File: config.mk
export PLATFORM = sky130hd
export DESIGN_NAME = writeback
export DESIGN_NICKNAME = d
export VERILOG_FILES = /design/src/rtl/ez8_pkg.sv /design/src/rtl/int_shadow.sv /design/src/rtl/writeback.sv
export SDC_FILE = /design/constraint.sdc
export NUM_CORES = 1
export LEC_CHECK = 0
export ABC_AREA = 1
export CAP_MARGIN = 20
export CELL_PAD_IN_SITES_DETAIL_PLACEMENT = 0
export CELL_PAD_IN_SITES_GLOBAL_PLACEMENT = 2
export CORE_MARGIN = 5
export CORE_UTILIZATION = 26
export CTS_BUF_LIST = sky130_fd_sc_hd__clkbuf_8
export DETAILED_ROUTE_END_ITERATION = 6
export GPL_TIMING_DRIVEN = 1
export HOLD_SLACK_MARGIN = 0.03
export PLACE_DENSITY = 0.79
export SLEW_MARGIN = 0
export SYNTH_ARGS = -nofsm -noshare
export SYNTH_HDL_FRONTEND = slang
export SYNTH_HIERARCHICAL = 1
export SYNTH_SLANG_ARGS = --single-unit
File: constraint.sdc
create_clock -name clk -period 1.42 [get_ports clk]
set_clock_uncertainty 0.15 [all_clocks]
set_input_delay 0.355 -clock clk [delete_from_list [all_inputs] [get_ports clk]]
set_output_delay 0.355 -clock clk [all_outputs]
set_load 0.1 [all_outputs]
File: src/rtl/ez8_pkg.sv
`default_nettype none
// ============================================================================
// Module      : ez8_pkg
// Description : Shared widths, opcode encodings and reset values for the
//               ez8 execute/writeback slice.
// Revision    : 1.0 - initial release
// ============================================================================
package ez8_pkg;

    localparam int DATA_WIDTH     = 8;
    localparam int REG_ADDR_WIDTH = 7;

    // Opcode group encodings as decoded upstream in the ALU.
    localparam int OP_WIDTH = 3;
    localparam logic [OP_WIDTH-1:0] c_op_get_put = 3'd0;
    localparam logic [OP_WIDTH-1:0] c_op_set     = 3'd1;
    localparam logic [OP_WIDTH-1:0] c_op_ret     = 3'd2;
    localparam logic [OP_WIDTH-1:0] c_op_skbc    = 3'd3;
    localparam logic [OP_WIDTH-1:0] c_op_indir   = 3'd4;
    localparam logic [OP_WIDTH-1:0] c_op_clr_com = 3'd5;

    // Reset values of architectural and control state.
    localparam logic c_rst_flag       = 1'b0;
    localparam logic c_rst_skip       = 1'b0;
    localparam logic c_rst_int_active = 1'b0;
    localparam logic c_rst_rf_we      = 1'b0;

    // Conditional update helper: take the new value only when enabled.
    function automatic logic upd_bit(input logic en, input logic nv, input logic ov);
        return en ? nv : ov;
    endfunction

endpackage
`default_nettype wire

File: src/rtl/int_shadow.sv
`default_nettype none
// ============================================================================
// Module      : int_shadow
// Description : Single-level interrupt context store (accumulator, Z, C,
//               pending skip) plus the in-handler flag.
// Revision    : 1.0 - initial release
// ============================================================================
module int_shadow #(
    parameter int DATA_WIDTH = ez8_pkg::DATA_WIDTH
) (
    input  logic                  clk,
    input  logic                  reset_n,
    input  logic                  i_capture,
    input  logic                  i_restore,
    input  logic [DATA_WIDTH-1:0] i_cap_accum,
    input  logic                  i_cap_z,
    input  logic                  i_cap_c,
    input  logic                  i_cap_skip,
    output logic [DATA_WIDTH-1:0] o_sh_accum,
    output logic                  o_sh_z,
    output logic                  o_sh_c,
    output logic                  o_sh_skip,
    output logic                  o_int_active
);

    import ez8_pkg::*;

    logic [DATA_WIDTH-1:0] r_sh_accum;
    logic                  r_sh_z;
    logic                  r_sh_c;
    logic                  r_sh_skip;
    logic                  r_int_active;

    always_ff @(posedge clk or negedge reset_n) begin
        if (!reset_n) begin
            r_sh_accum   <= '0;
            r_sh_z       <= c_rst_flag;
            r_sh_c       <= c_rst_flag;
            r_sh_skip    <= c_rst_skip;
            r_int_active <= c_rst_int_active;
        end else begin
            if (i_capture) begin
                r_sh_accum <= i_cap_accum;
                r_sh_z     <= i_cap_z;
                r_sh_c     <= i_cap_c;
                r_sh_skip  <= i_cap_skip;
            end
            // Capture and restore are exclusive by construction in the parent.
            if (i_capture) begin
                r_int_active <= 1'b1;
            end else if (i_restore) begin
                r_int_active <= 1'b0;
            end
        end
    end

    assign o_sh_accum   = r_sh_accum;
    assign o_sh_z       = r_sh_z;
    assign o_sh_c       = r_sh_c;
    assign o_sh_skip    = r_sh_skip;
    assign o_int_active = r_int_active;

endmodule
`default_nettype wire

File: src/rtl/writeback.sv
`default_nettype none
// ============================================================================
// Module      : writeback
// Description : ez8 execute/writeback stage: owns accumulator and Z/C flags,
//               registers the RF write, handles skip squash and interrupt context.
// Revision    : 1.0 - initial release
// ============================================================================
module writeback #(
    parameter int DATA_WIDTH     = ez8_pkg::DATA_WIDTH,
    parameter int REG_ADDR_WIDTH = ez8_pkg::REG_ADDR_WIDTH
) (
    input  logic                      clk,
    input  logic                      reset_n,
    input  logic                      stall,
    input  logic                      in_valid,
    input  logic [REG_ADDR_WIDTH-1:0] reg_addr,
    input  logic [DATA_WIDTH-1:0]     result,
    input  logic                      accum_write,
    input  logic                      reg_write,
    input  logic                      z_write,
    input  logic                      zout,
    input  logic                      c_write,
    input  logic                      cout,
    input  logic                      retint,
    input  logic                      skip,
    input  logic                      int_take,
    output logic [DATA_WIDTH-1:0]     accum,
    output logic                      flag_z,
    output logic                      flag_c,
    output logic                      rf_we,
    output logic [REG_ADDR_WIDTH-1:0] rf_waddr,
    output logic [DATA_WIDTH-1:0]     rf_wdata,
    output logic                      squash,
    output logic                      int_active
);

    import ez8_pkg::*;

    logic [DATA_WIDTH-1:0]     r_accum;
    logic                      r_flag_z;
    logic                      r_flag_c;
    logic                      r_skip_pending;
    logic                      r_rf_we;
    logic [REG_ADDR_WIDTH-1:0] r_rf_waddr;
    logic [DATA_WIDTH-1:0]     r_rf_wdata;

    logic                      w_commit;
    logic                      w_squash;
    logic                      w_restore;
    logic                      w_enter;
    logic                      w_rf_load;
    logic                      w_int_active;

    // Next state from the instruction alone (before interrupt override).
    logic [DATA_WIDTH-1:0]     w_accum_nxt;
    logic                      w_z_nxt;
    logic                      w_c_nxt;
    logic                      w_skip_nxt;

    // Final next state after entry/return handling.
    logic [DATA_WIDTH-1:0]     w_accum_fin;
    logic                      w_z_fin;
    logic                      w_c_fin;
    logic                      w_skip_fin;

    logic [DATA_WIDTH-1:0]     w_sh_accum;
    logic                      w_sh_z;
    logic                      w_sh_c;
    logic                      w_sh_skip;

    assign w_commit  = in_valid & ~stall & ~r_skip_pending;
    assign w_squash  = in_valid & ~stall & r_skip_pending;
    assign w_restore = w_commit & retint & w_int_active;
    // A committing retint beats an interrupt request in the same cycle.
    assign w_enter   = int_take & ~stall & ~w_int_active & ~(w_commit & retint);
    assign w_rf_load = w_commit & reg_write;

    always_comb begin
        w_accum_nxt = r_accum;
        w_z_nxt     = r_flag_z;
        w_c_nxt     = r_flag_c;
        w_skip_nxt  = r_skip_pending;
        if (w_commit) begin
            if (accum_write) begin
                w_accum_nxt = result;
            end
            w_z_nxt    = upd_bit(z_write, zout, r_flag_z);
            w_c_nxt    = upd_bit(c_write, cout, r_flag_c);
            w_skip_nxt = skip;
        end else if (w_squash) begin
            w_skip_nxt = 1'b0;
        end
    end

    always_comb begin
        w_accum_fin = w_accum_nxt;
        w_z_fin     = w_z_nxt;
        w_c_fin     = w_c_nxt;
        w_skip_fin  = w_skip_nxt;
        if (w_restore) begin
            w_accum_fin = w_sh_accum;
            w_z_fin     = w_sh_z;
            w_c_fin     = w_sh_c;
            w_skip_fin  = w_sh_skip;
        end else if (w_enter) begin
            w_skip_fin  = 1'b0;
        end
    end

    always_ff @(posedge clk or negedge reset_n) begin
        if (!reset_n) begin
            r_accum        <= '0;
            r_flag_z       <= c_rst_flag;
            r_flag_c       <= c_rst_flag;
            r_skip_pending <= c_rst_skip;
        end else begin
            r_accum        <= w_accum_fin;
            r_flag_z       <= w_z_fin;
            r_flag_c       <= w_c_fin;
            r_skip_pending <= w_skip_fin;
        end
    end

    // Register-file port: one-cycle pulse, address/data held between writes.
    always_ff @(posedge clk or negedge reset_n) begin
        if (!reset_n) begin
            r_rf_we    <= c_rst_rf_we;
            r_rf_waddr <= '0;
            r_rf_wdata <= '0;
        end else begin
            r_rf_we <= w_rf_load;
            if (w_rf_load) begin
                r_rf_waddr <= reg_addr;
                r_rf_wdata <= result;
            end
        end
    end

    // Shadows take the pre-override next state so a same-cycle commit survives.
    int_shadow #(
        .DATA_WIDTH (DATA_WIDTH)
    ) u_int_shadow (
        .clk          (clk),
        .reset_n      (reset_n),
        .i_capture    (w_enter),
        .i_restore    (w_restore),
        .i_cap_accum  (w_accum_nxt),
        .i_cap_z      (w_z_nxt),
        .i_cap_c      (w_c_nxt),
        .i_cap_skip   (w_skip_nxt),
        .o_sh_accum   (w_sh_accum),
        .o_sh_z       (w_sh_z),
        .o_sh_c       (w_sh_c),
        .o_sh_skip    (w_sh_skip),
        .o_int_active (w_int_active)
    );

    assign accum      = r_accum;
    assign flag_z     = r_flag_z;
    assign flag_c     = r_flag_c;
    assign rf_we      = r_rf_we;
    assign rf_waddr   = r_rf_waddr;
    assign rf_wdata   = r_rf_wdata;
    assign squash     = w_squash;
    assign int_active = w_int_active;

endmodule
`default_nettype wire

Word-level counts from Yosys, hierarchy flattened. Index checks and enable logic that the tools add are counted.

Register bits: 39. Logic and storage cells: 41. Output and inout port bits: 28.

Muxes and demuxes: 15. Reduce and logical (&&, ||, !) cells: 1. Bitwise logic cells: 13.

Operators by type and width (number): 2-to-1 mux 8 bit (3); 2-to-1 mux 1 bit (12); AND 1 bit (9); NOT 1 bit (4); nonzero test 2 bit (1).

Depth between registers and ports, before layout. Gate-level depths: netlist of run 1.

Depth in word-level cells: 8. Depth in mapped cells: 9. Gate-level depth less buffers: 8.

Cells and area by module. The synthesis of run 1 kept the hierarchy.

Modules (own cells, without submodules): writeback (seq. area each 675.6 um2, cells an instance 191, times used 1, area each 1376.3 um2); int_shadow (seq. area each 300.3 um2, cells an instance 51, times used 1, area each 457.9 um2).

Worst setup path after synthesis of run 1. Ideal clock, no wire load.

Path kind: register to output. From: register r_skip_pending. To: output port squash. Setup slack: -0.859 ns. Stages on the path, launching flop included: 3. Arrival time: 1.774 ns. Required time: 0.915 ns. Path through: dfrtp_1 > inv_1 > nor2_1.

Cells in the longest elaborated chain, start to end: 1.

Ends and longest elaborated chain: start: declaration (RTL line writeback.sv:42) `logic r_skip_pending;`; start signal: assignment (RTL line writeback.sv:115) `r_skip_pending <= c_rst_skip;`; start signal: assignment (RTL line writeback.sv:120) `r_skip_pending <= w_skip_fin;`; AND 1 bit (RTL line writeback.sv:72) `assign w_squash = in_valid & ~stall & r_skip_pending;`; end: declaration (RTL line writeback.sv:33) `output logic squash,`.

No other way between the ends.

Worst setup path after layout of run 1. Ends and elaborated chain as after synthesis.

==> results.tsv, run 1 <==
stage	metric	value	unit
outcome	outcome	finished, violations left	
outcome	violations	setup timing	
layout	area_growth	67.67	%
detailed_routing	ant_nets	0	
pwr	p_per_area	2371	nW/µm²
clock_network	clock-sinks	39	
logic_synthesis	netlist_area	1834	µm²
clock_network	cts_buffer_depth	2	
placement	hpwl	3713	µm
pwr	p_sw_share	51.20	%
flow_run	maxCapViolations	0	
pwr	p_comb_share	62.4	%
pwr	seqPwrFrac	27.7	%
sta	tightest_slew	401.2	ps
placement	dp_slack	-439.0	ps
clock_network	htreeDepth	2	
sta	finalWorstSetupSlack	-79.67	ps
placement	port_buffers	55	
layout	layout-drive-gt1-share	26.85	%
layout	final_common_cell	nand2_1	
clock_network	clkLatencyLatePin	290	ps
critical_path	path_max_fanout	2	
detailed_routing	first_iter_violations	75	
clock_network	numCtsBuffers	5	
layout	fillCellCount	706	
floorplanning	design.die.area	8835	µm²
global_routing	grt_pass1_wl	8224	µm
placement	gp_congestion	0.7371	
min_path	min_path_type	reg -> reg	
sta	finalCritPeriodShare	105.6	%
detailed_routing	drc	0	
detailed_routing	drt_pre_antenna_iters	4	
pwr	ir_worst_vdd	1016	µV
logic_synthesis	syn_area_per_cell	7.580	µm²
clock_network	cts_tree	yes	
critical_path	worstSetupPathType	reg -> out	
critical_path	cp.required	910	ps
floorplanning	dieHeight	94.00	µm
sta	finalHoldViolations	0	
global_routing	grt_start_max_net_pins	17	
floorplanning	die_x	94.00	µm
layout	final_cell_mix	155 x nand2_1, 31 x buf_12, 28 x dfrtp_1	
global_routing	grt_pass1_vias	1669	
sta	slew_violations	0	
sta	rsz0062_at_grt	true	
pwr	clkPwrFrac	9.8	%
logic_synthesis	ys_ff_latch	39	
clock_network	clk_pin_slew	80	ps
pwr	p_sw	3.734	mW
sta	max_freq	666.8	MHz
detailed_routing	wire_per_inst	12.28	µm
logic_synthesis	ys_seq_area_share	53.21	%
logic_synthesis	syn_nets	270	
sta	hold_slack	325.5	ps
detailed_routing	avgViaCountPerCell	4.000	
detailed_routing	wirelength	5157	µm
sta	maxSlewHeadroom	73.25	%
floorplanning	num_rows	30	
floorplanning	io_pins	56	
sta	setup_violations	3	
logic_synthesis	synth_cell_type_count	16	
layout	diodes	0	
floorplanning	start_util	26.85	%
detailed_routing	vias	1680	
global_routing	grt_usage	11.93	%
pwr	internal_power	3.559	mW
logic_synthesis	ys.warnings.count	6	
layout	num-nets-final	351	
critical_path	cp_data_arrival_time	990	ps
critical_path	start_kind	flip-flop	
clock_network	clk_root_buffer_cell	clkbuf_8	
global_routing	antenna_found_initial	0	
sta	setup_tns	-134.7	ps
pwr	power.leakage	1.586	nW
critical_path	crit_path_end_kind	output port	
logic_synthesis	syn_inst	242	
global_routing	grt_overflow	0	
floorplanning	core-area	6832	µm²
sta	finalCriticalPeriod	1500	ps
==> power groups by stage <==
| stage | Combinational, mW | Clock [mW] | Sequential [mW] |
|---|---|---|---|
| after global routing | 4.79 | 0.791 | 2.08 |
| after CTS | 4.50 | 0.749 | 2.03 |
| after detailed placement | 4.40 | 0 | 2.06 |
| final | 4.55 | 0.716 | 2.02 |
| after global placement | 4.37 | 0 | 2.06 |
| after floorplan | 0.707 | 0 | 3.96 |
==> synthesized netlist by cell type <==
cell type | number | area, µm²
buf_2 | 2 | 10.01
buf_4 | 2 | 15.01
buf_6 | 4 | 45.04
dfrtp_1 | 39 | 975.9
inv_1 | 14 | 52.55
inv_2 | 3 | 11.26
inv_4 | 1 | 6.260
nand2_1 | 156 | 585.6
nand2_2 | 2 | 12.51
nand2_4 | 1 | 11.26
nand3_1 | 2 | 10.01
nand4_1 | 1 | 6.260
nand4_2 | 1 | 12.51
nor2_1 | 2 | 7.510
nor2_4 | 2 | 22.52
o21ai_0 | 10 | 50.05
==> state kept, by name, indices dropped and copies added, names as in the netlist <==
signal,flops
u_int_shadow/o_sh_c,1
rf_waddr,7
accum,8
u_int_shadow/o_sh_accum,8
rf_wdata,8
flag_c,1
u_int_shadow/o_int_active,1
flag_z,1
rf_we,1
r_skip_pending,1
u_int_shadow/o_sh_z,1
u_int_shadow/o_sh_skip,1
==> cell families (layout without fill, tap and decap cells) <==
group	count (synthesis)	count (layout)	synth area share, %
compound gates	10	10	2.729
simple gates	167	167	36.43
flops	39	39	53.21
buf+inv	26	108	7.640
==> repair_timing <==
| item | in CTS | in global routing |
|---|---|---|
| gates resized for setup | 7 | 8 |
| setup buffers | 6 | 3 |
| endpoints found under the hold margin | 12 | 0 |
| hold buffers | 1 | 0 |
| pin swaps | 2 | 0 |
| endpoints found under the setup margin | 43 | 33 |
| gates cloned | 0 | 1 |
==> per-stage QoR <==
stage | cell area [µm²] | total power, mW | instances | util [%]
finish | 3075 | 7.293 | 420 | 45.02
global route | 3075 | 7.656 | 420 | 45.02
CTS | 3030 | 7.281 | 416 | 44.36
detailed placement | 2892 | 6.458 | 401 | 42.33
global placement | 2892 | 6.435 | 401 | 42.33
floorplan | 1858 | 4.670 | 242 | -
==> per-layer routing <==
| layer | part of all wire (%) | wire, µm | track usage, % | vias up |
|---|---|---|---|---|
| met1 | 47 | 2414 | 15.50 | 747 |
| met3 | 5.2 | 270 | 3.365 | 2 |
| met2 | 48 | 2460 | 19.93 | 47 |
| met5 | 0 | 0 | 0 | - |
| met4 | 0.21 | 11 | 2.166 | 0 |
| li1 | - | - | - | 884 |
==> layout make-up <==
class | count | area (µm²) | share of cell area, %
clock buffer | 5 | 68.82 | 2.238
multi-input combinational | 177 | 742.0 | 24.13
inverter | 18 | 72.57 | 2.360
clock inverter | 3 | 12.51 | 0.4068
timing repair buffer | 82 | 1067 | 34.70
tap | 96 | 120.1 | 3.906
sequential | 39 | 992.2 | 32.26
==> critical path, cell delays in order (launching register included) <==
cell and delay (ps):
dfrtp_1 370, inv_2 60, nor2_4 100, buf_12 180
==> final timing paths <==
kind                                                             start  slack, ps                                endpoint  cells past startpoint
min in group asynchronous                                      reset_n        370                r_skip_pending$_DFF_PN0_                      2
worst max register to register                r_skip_pending$_DFF_PN0_          0  u_int_shadow/o_sh_accum[6]$_DFFE_PN0P_                      8
worst min register to register  u_int_shadow/o_sh_accum[1]$_DFFE_PN0P_        330  u_int_shadow/o_sh_accum[1]$_DFFE_PN0P_                      2
worst max-delay path                          r_skip_pending$_DFF_PN0_        -80                                  squash                      3
worst min-delay path            u_int_shadow/o_sh_accum[1]$_DFFE_PN0P_        330  u_int_shadow/o_sh_accum[1]$_DFFE_PN0P_                      2
max in group asynchronous                                      reset_n        320                      accum[0]$_DFF_PN0_                      3
Power figures use the tool's default switching activity.
==> run 2: changes to the inputs <==
--- a/config.mk
+++ b/config.mk
@@ -10,12 +10,12 @@
 export CELL_PAD_IN_SITES_DETAIL_PLACEMENT = 0
 export CELL_PAD_IN_SITES_GLOBAL_PLACEMENT = 2
 export CORE_MARGIN = 5
-export CORE_UTILIZATION = 26
+export CORE_UTILIZATION = 24
 export CTS_BUF_LIST = sky130_fd_sc_hd__clkbuf_8
 export DETAILED_ROUTE_END_ITERATION = 6
 export GPL_TIMING_DRIVEN = 1
 export HOLD_SLACK_MARGIN = 0.03
-export PLACE_DENSITY = 0.79
+export PLACE_DENSITY = 0.77
 export SLEW_MARGIN = 0
 export SYNTH_ARGS = -nofsm -noshare
 export SYNTH_HDL_FRONTEND = slang
==> constraint.sdc (replaced) <==
create_clock -name clk -period 1.3 [get_ports clk]
set_clock_uncertainty 0.15 [all_clocks]
set_input_delay 0.325 -clock clk [delete_from_list [all_inputs] [get_ports clk]]
set_output_delay 0.325 -clock clk [all_outputs]
set_load 0.1 [all_outputs]
==> run 2 against run 1 <==
The flow still finishes with violations (setup timing). Combinational power is 25% higher. Highest routed layer unchanged. Power is 22% higher. Setup slack worse by 150 ps. Sequential power is 13% higher. Global-route usage is 0.17 points higher. Cell area is 18% higher. Die area is 7.4% higher. Largest power group unchanged. Routed wire length is 14% higher.
==> results.tsv, run 2 (same netlist as run 1, synthesis figures left out) <==
stage	metric	value	unit	change
outcome	outcome	finished, violations left		
outcome	violations	setup timing		
critical_path	ff2ff_setup_slack	-160	ps	-160 ps
detailed_routing	avgViaCountPerCell	4.000		unchanged
clock_network	clk_root_buffer_cell	clkbuf_8		
global_routing	grt_pass1_vias	1860		+11%
critical_path	start_kind	flip-flop		
global_routing	grt_usage	12.10	%	+0.17 points
sta	maxSlewHeadroom	85.26	%	+12 points
min_path	whs_path_depth	2		unchanged
clock_network	clk_pin_slew	80	ps	about the same
sta	slew_violations	0		unchanged
min_path	min_path_type	reg -> reg		
detailed_routing	wire_per_inst	13.31	µm	+8.4%
detailed_routing	vias	1772		+5.5%
critical_path	reg2reg_to	rf_wdata[4]$_DFFE_PN0P_		
floorplanning	dieHeight	97.42	µm	+3.6%
clock_network	clkLatencyLatePin	290	ps	about the same
sta	finalCriticalPeriod	1525	ps	
floorplanning	io_pins	56		unchanged
detailed_routing	first_iter_violations	68		-9.3%
detailed_routing	drc	0		unchanged
placement	hpwl	3637	µm	-2.1%
sta	rsz0062_at_grt	true		
clock_network	clock-sinks	39		unchanged
placement	dp_cells	401		unchanged
pwr	power.leakage	1.851	nW	+17%
critical_path	cp-startpoint	u_int_shadow/o_int_active$_DFFE_PN0P_		
critical_path	cp.required	820	ps	-90 ps
clock_network	htreeDepth	2		unchanged
detailed_routing	wirelength	5895	µm	+14%
sta	finalHoldViolations	0		unchanged
layout	final_cell_mix	93 x nand2_1, 50 x nand2_2, 34 x buf_12		
sta	max_freq	655.9	MHz	
placement	port_buffers	55		unchanged
clock_network	numCtsBuffers	5		unchanged
pwr	ir_worst_vdd	1041	µV	+2.4%
global_routing	antenna_found_initial	0		unchanged
critical_path	crit_path_end_kind	output port		
clock_network	cts_buffer_depth	2		unchanged
floorplanning	core-area	7331	µm²	+7.3%
detailed_routing	ant_nets	0		unchanged
pwr	p_total	8.865	mW	+22%
layout	fin_cells	443		+5.5%
min_path	hold_end	accum[7]$_DFF_PN0_		
global_routing	grt_pass1_wl	9259	µm	+13%
pwr	p_per_area	2433	nW/µm²	+2.6%
critical_path	reg2reg_from	r_skip_pending$_DFF_PN0_		
critical_path	path_max_fanout	2		unchanged
layout	layout-drive-gt1-share	54.94	%	+28 points
layout	diodes	0		unchanged
global_routing	grt_start_max_net_pins	40		+23
global_routing	grt_overflow	0		unchanged
layout	final_common_cell	nand2_1		
critical_path	worstSetupPathType	reg -> out		
floorplanning	design.die.area	9491	µm²	+7.4%
placement	gp_congestion	0.7252		-1.6%
layout	num-nets-final	371		+5.7%
critical_path	rr_worst_depth	7		-1
floorplanning	num_rows	31		+3.3%
floorplanning	start_util	25.02	%	-1.8 points
min_path	hp-start	u_int_shadow/o_sh_accum[7]$_DFFE_PN0P_		
sta	finalCritPeriodShare	117.3	%	
flow_run	maxCapViolations	0		unchanged
critical_path	cp_data_arrival_time	1050	ps	+60 ps
detailed_routing	drt_pre_antenna_iters	4		unchanged
layout	area_growth	98.64	%	
clock_network	cts_tree	yes		
sta	tightest_slew	220.6	ps	-180.6 ps
sta	setup_violations	66		+63
floorplanning	die_x	97.42	µm	+3.6%
sta	finalWorstSetupSlack	-224.7	ps	-145.0 ps
-- run 2: how the worst max path moves through the flow --
stage	end	slack [ps]
after floorplan	squash	-130
after global placement	rf_wdata[4]$_DFFE_PN0P_	-530
after detailed placement	rf_wdata[4]$_DFFE_PN0P_	-540
after CTS	int_active	-240
after global routing	squash	-260
final	int_active	-220
-- run 2: cell type report --
cell class,count,area (µm²)
well taps,99,123.9
inverters,18,96.34
clock inverters,1,3.754
multi-input cells,177,983.4
clock buffers,7,96.34
repair buffers,100,1303
flip-flops and latches,39,1015
repair inverters,2,22.52
fillers,680,3687
-- run 2: metal layers --
layer | routed length, µm | vias to the layer above | track usage (%)
met5 | 0 | - | 0
met4 | 32 | 0 | 3.088
met3 | 315 | 5 | 4.092
met2 | 2913 | 47 | 20.35
met1 | 2633 | 795 | 14.85
li1 | - | 925 | -
-- run 2: worst max-delay path, stage by stage, from the launching register on --
cell	delay (ps)
dfrtp_4	480
buf_6	120
buf_12	150
-- run 2: where the power goes --
part | switching (mW) | internal (mW) | total, mW
Clock | 0.418 | 0.477 | 0.894
Sequential | 0.499 | 1.78 | 2.28
Combinational | 3.47 | 2.22 | 5.69
-- run 2: metrics by stage --
step	hold WS [ps]	util [%]	setup TNS [ps]	area (µm²)	setup slack (ps)
6_report	336.1	49.70	-6119	3643	-224.7
5_1_grt	353.0	49.70	-9442	3643	-262.7
4_1_cts	327.5	45.52	-4175	3337	-243.0
3_5_place_dp	162.7	39.90	-19570	2925	-542.9
3_3_place_gp	165.4	39.90	-18980	2925	-526.2
2_1_floorplan	-120.6	-	-1429	1892	-134.0
-- run 2: timing repair --
item	CTS	global route
pin swaps	10	36
gates cloned	3	2
endpoints found under the setup margin	67	66
setup buffers	23	8
gates resized for setup	29	87
endpoints found under the hold margin	39	0
hold buffers	1	0
==> RTL edit (config.mk and constraints of run 2) <==
The package constant `REG_ADDR_WIDTH` goes from 7 to 6.
--- a/src/rtl/ez8_pkg.sv
+++ b/src/rtl/ez8_pkg.sv
@@ -9,5 +9,5 @@
 
     localparam int DATA_WIDTH     = 8;
-    localparam int REG_ADDR_WIDTH = 7;
+    localparam int REG_ADDR_WIDTH = 6;
 
     // Opcode group encodings as decoded upstream in the ALU.
Ports: changed (resized reg_addr and rf_waddr); port bits go from 56 to 54. The function was not compared with the original's and may differ.
==> RTL edit against run 2 <==
Register-to-register slack got worse by 50 ps. Global-route usage down 0.22 points. Largest power group unchanged. Setup slack is essentially flat. Power decreased by 4.6%. The run still ends with setup timing left. Wire length shrank 8.5%. Synthesized cell count decreased by 1.7%. Synthesized area fell by 0.27%. Final cell count fell by 3.4%. Hold slack got worse by 18 ps. Sequential cell count fell by 1. Final area decreased by 8.8%.
==> RTL edit: results (changes against run 2) <==
Logic synthesis
  – Cells after Synth: 238 (was 242)
  – Top post-synthesis cells by count: nand2_1, dfrtp_1, inv_1 (unchanged)
  – Post-synth cell types: 17 (was 16)
  – Post-synthesis net count: 265 (was 270)
  – Sequential share of the synthesized area: 51.98% (was 53.21%)

Place
  – Post-place setup slack: -516.9 ps (was -542.9 ps)
  – Dpl hpwl: 3600 um (was 3637 um)
  – Placer Congestion: 0.7347 (was 0.7252)
  – # port buffers: 53 (was 55)

Power
  – Sw Pwr: 4.129 mW (was 4.391 mW)
  – Worst VDD drop: 1.051 mV (was 1.041 mV)
  – Reg power frac: 25.8% (was 25.7%)
  – Clock-net power: 997 uW (was 894 uW)

Route
  – Via Count: 1716 (was 1772)
  – First DRT Iteration DRCs: 67 (was 68)
  – Post-Route WL: 5393 um (was 5895 um)

Global route
  – Gr usage total: 11.88% (was 12.10%)
  – Global-route wire length before repair: 9073 um (was 9259 um)

STA
  – PnR worst setup slack: -224.7 ps (about the same)
  – Fin Setup TNS: -5803 ps (was -6119 ps)
  – Setup Viol. Count Final: 64 (was 66)

Cells and area
  – Fillers: 698 (was 680)
  – Nets: 355 (was 371)
  – Non-filler cells, final: 428 (was 443)
  – Share of cells above drive strength 1: 41.95% (was 54.94%)

Setup path
  – R2R Setup Slk: -210 ps (was -160 ps)

Run status
  – Status: complete, but fails checks (unchanged)
  – Failing checks: setup timing (unchanged)
[RTL edit: metrics by stage]
step           area (sq um)  hold slack, ps
2_1_floorplan          1886          -120.6
3_3_place_gp           2893           165.1
3_5_place_dp           2893           164.8
4_1_cts                3213           317.1
5_1_grt                3323           332.6
6_report               3323           318.5
[RTL edit: layout make-up]
type / instances / share of cell area, %
Timing Repair inverter: 1 / 0.2636
Tap cell: 99 / 3.727
Clock inverter: 3 / 1.205
Timing Repair Buffer: 90 / 35.96
Multi-Input combinational cell: 174 / 24.32
Sequential cell: 38 / 29.74
Inverter: 18 / 2.711
Clock buffer: 5 / 2.071
[RTL edit: how the worst min path moves through the flow]
| stage | endpoint | cells after the start | slack (ps) |
|---|---|---|---|
| global route | accum[6] | 2 | 330 |
| finish | accum[6] | 2 | 320 |
| floorplan | accum[0] | 0 | -120 |
| detailed placement | rf_wdata[1] | 2 | 160 |
| CTS | accum[0] | 2 | 320 |
| global placement | rf_wdata[1] | 2 | 170 |
[RTL edit: timing repair]
action | CTS | global route
hold buffers | 1 | 0
resized for setup | 20 | 23
gates cloned | 2 | 0
pin swaps | 4 | 7
hold endpoints to repair | 38 | 0
endpoints found under the setup margin | 65 | 64
buffers inserted | 14 | 5
[RTL edit: routing by layer]
metal	vias to the layer above	wire length (um)	track usage [%]
met5	-	0	0
met4	0	106	4.047
met3	12	286	3.948
met2	46	2513	18.47
met1	759	2487	15.49
li1	899	-	-
[RTL edit: kinds of logic (layout without fill, tap and decap cells)]
logic type | count (synthesis) | count (layout) | synth area share [%]
simple gates | 164 | 164 | 37.28
flops | 38 | 38 | 51.98
buf+inv | 26 | 117 | 8.002
compound gates | 10 | 10 | 2.736
[RTL edit: worst max-delay path, cell delays in order (launching register included)]
cell	delay, ps
dfrtp_4	480
buf_6	130
buf_12	150
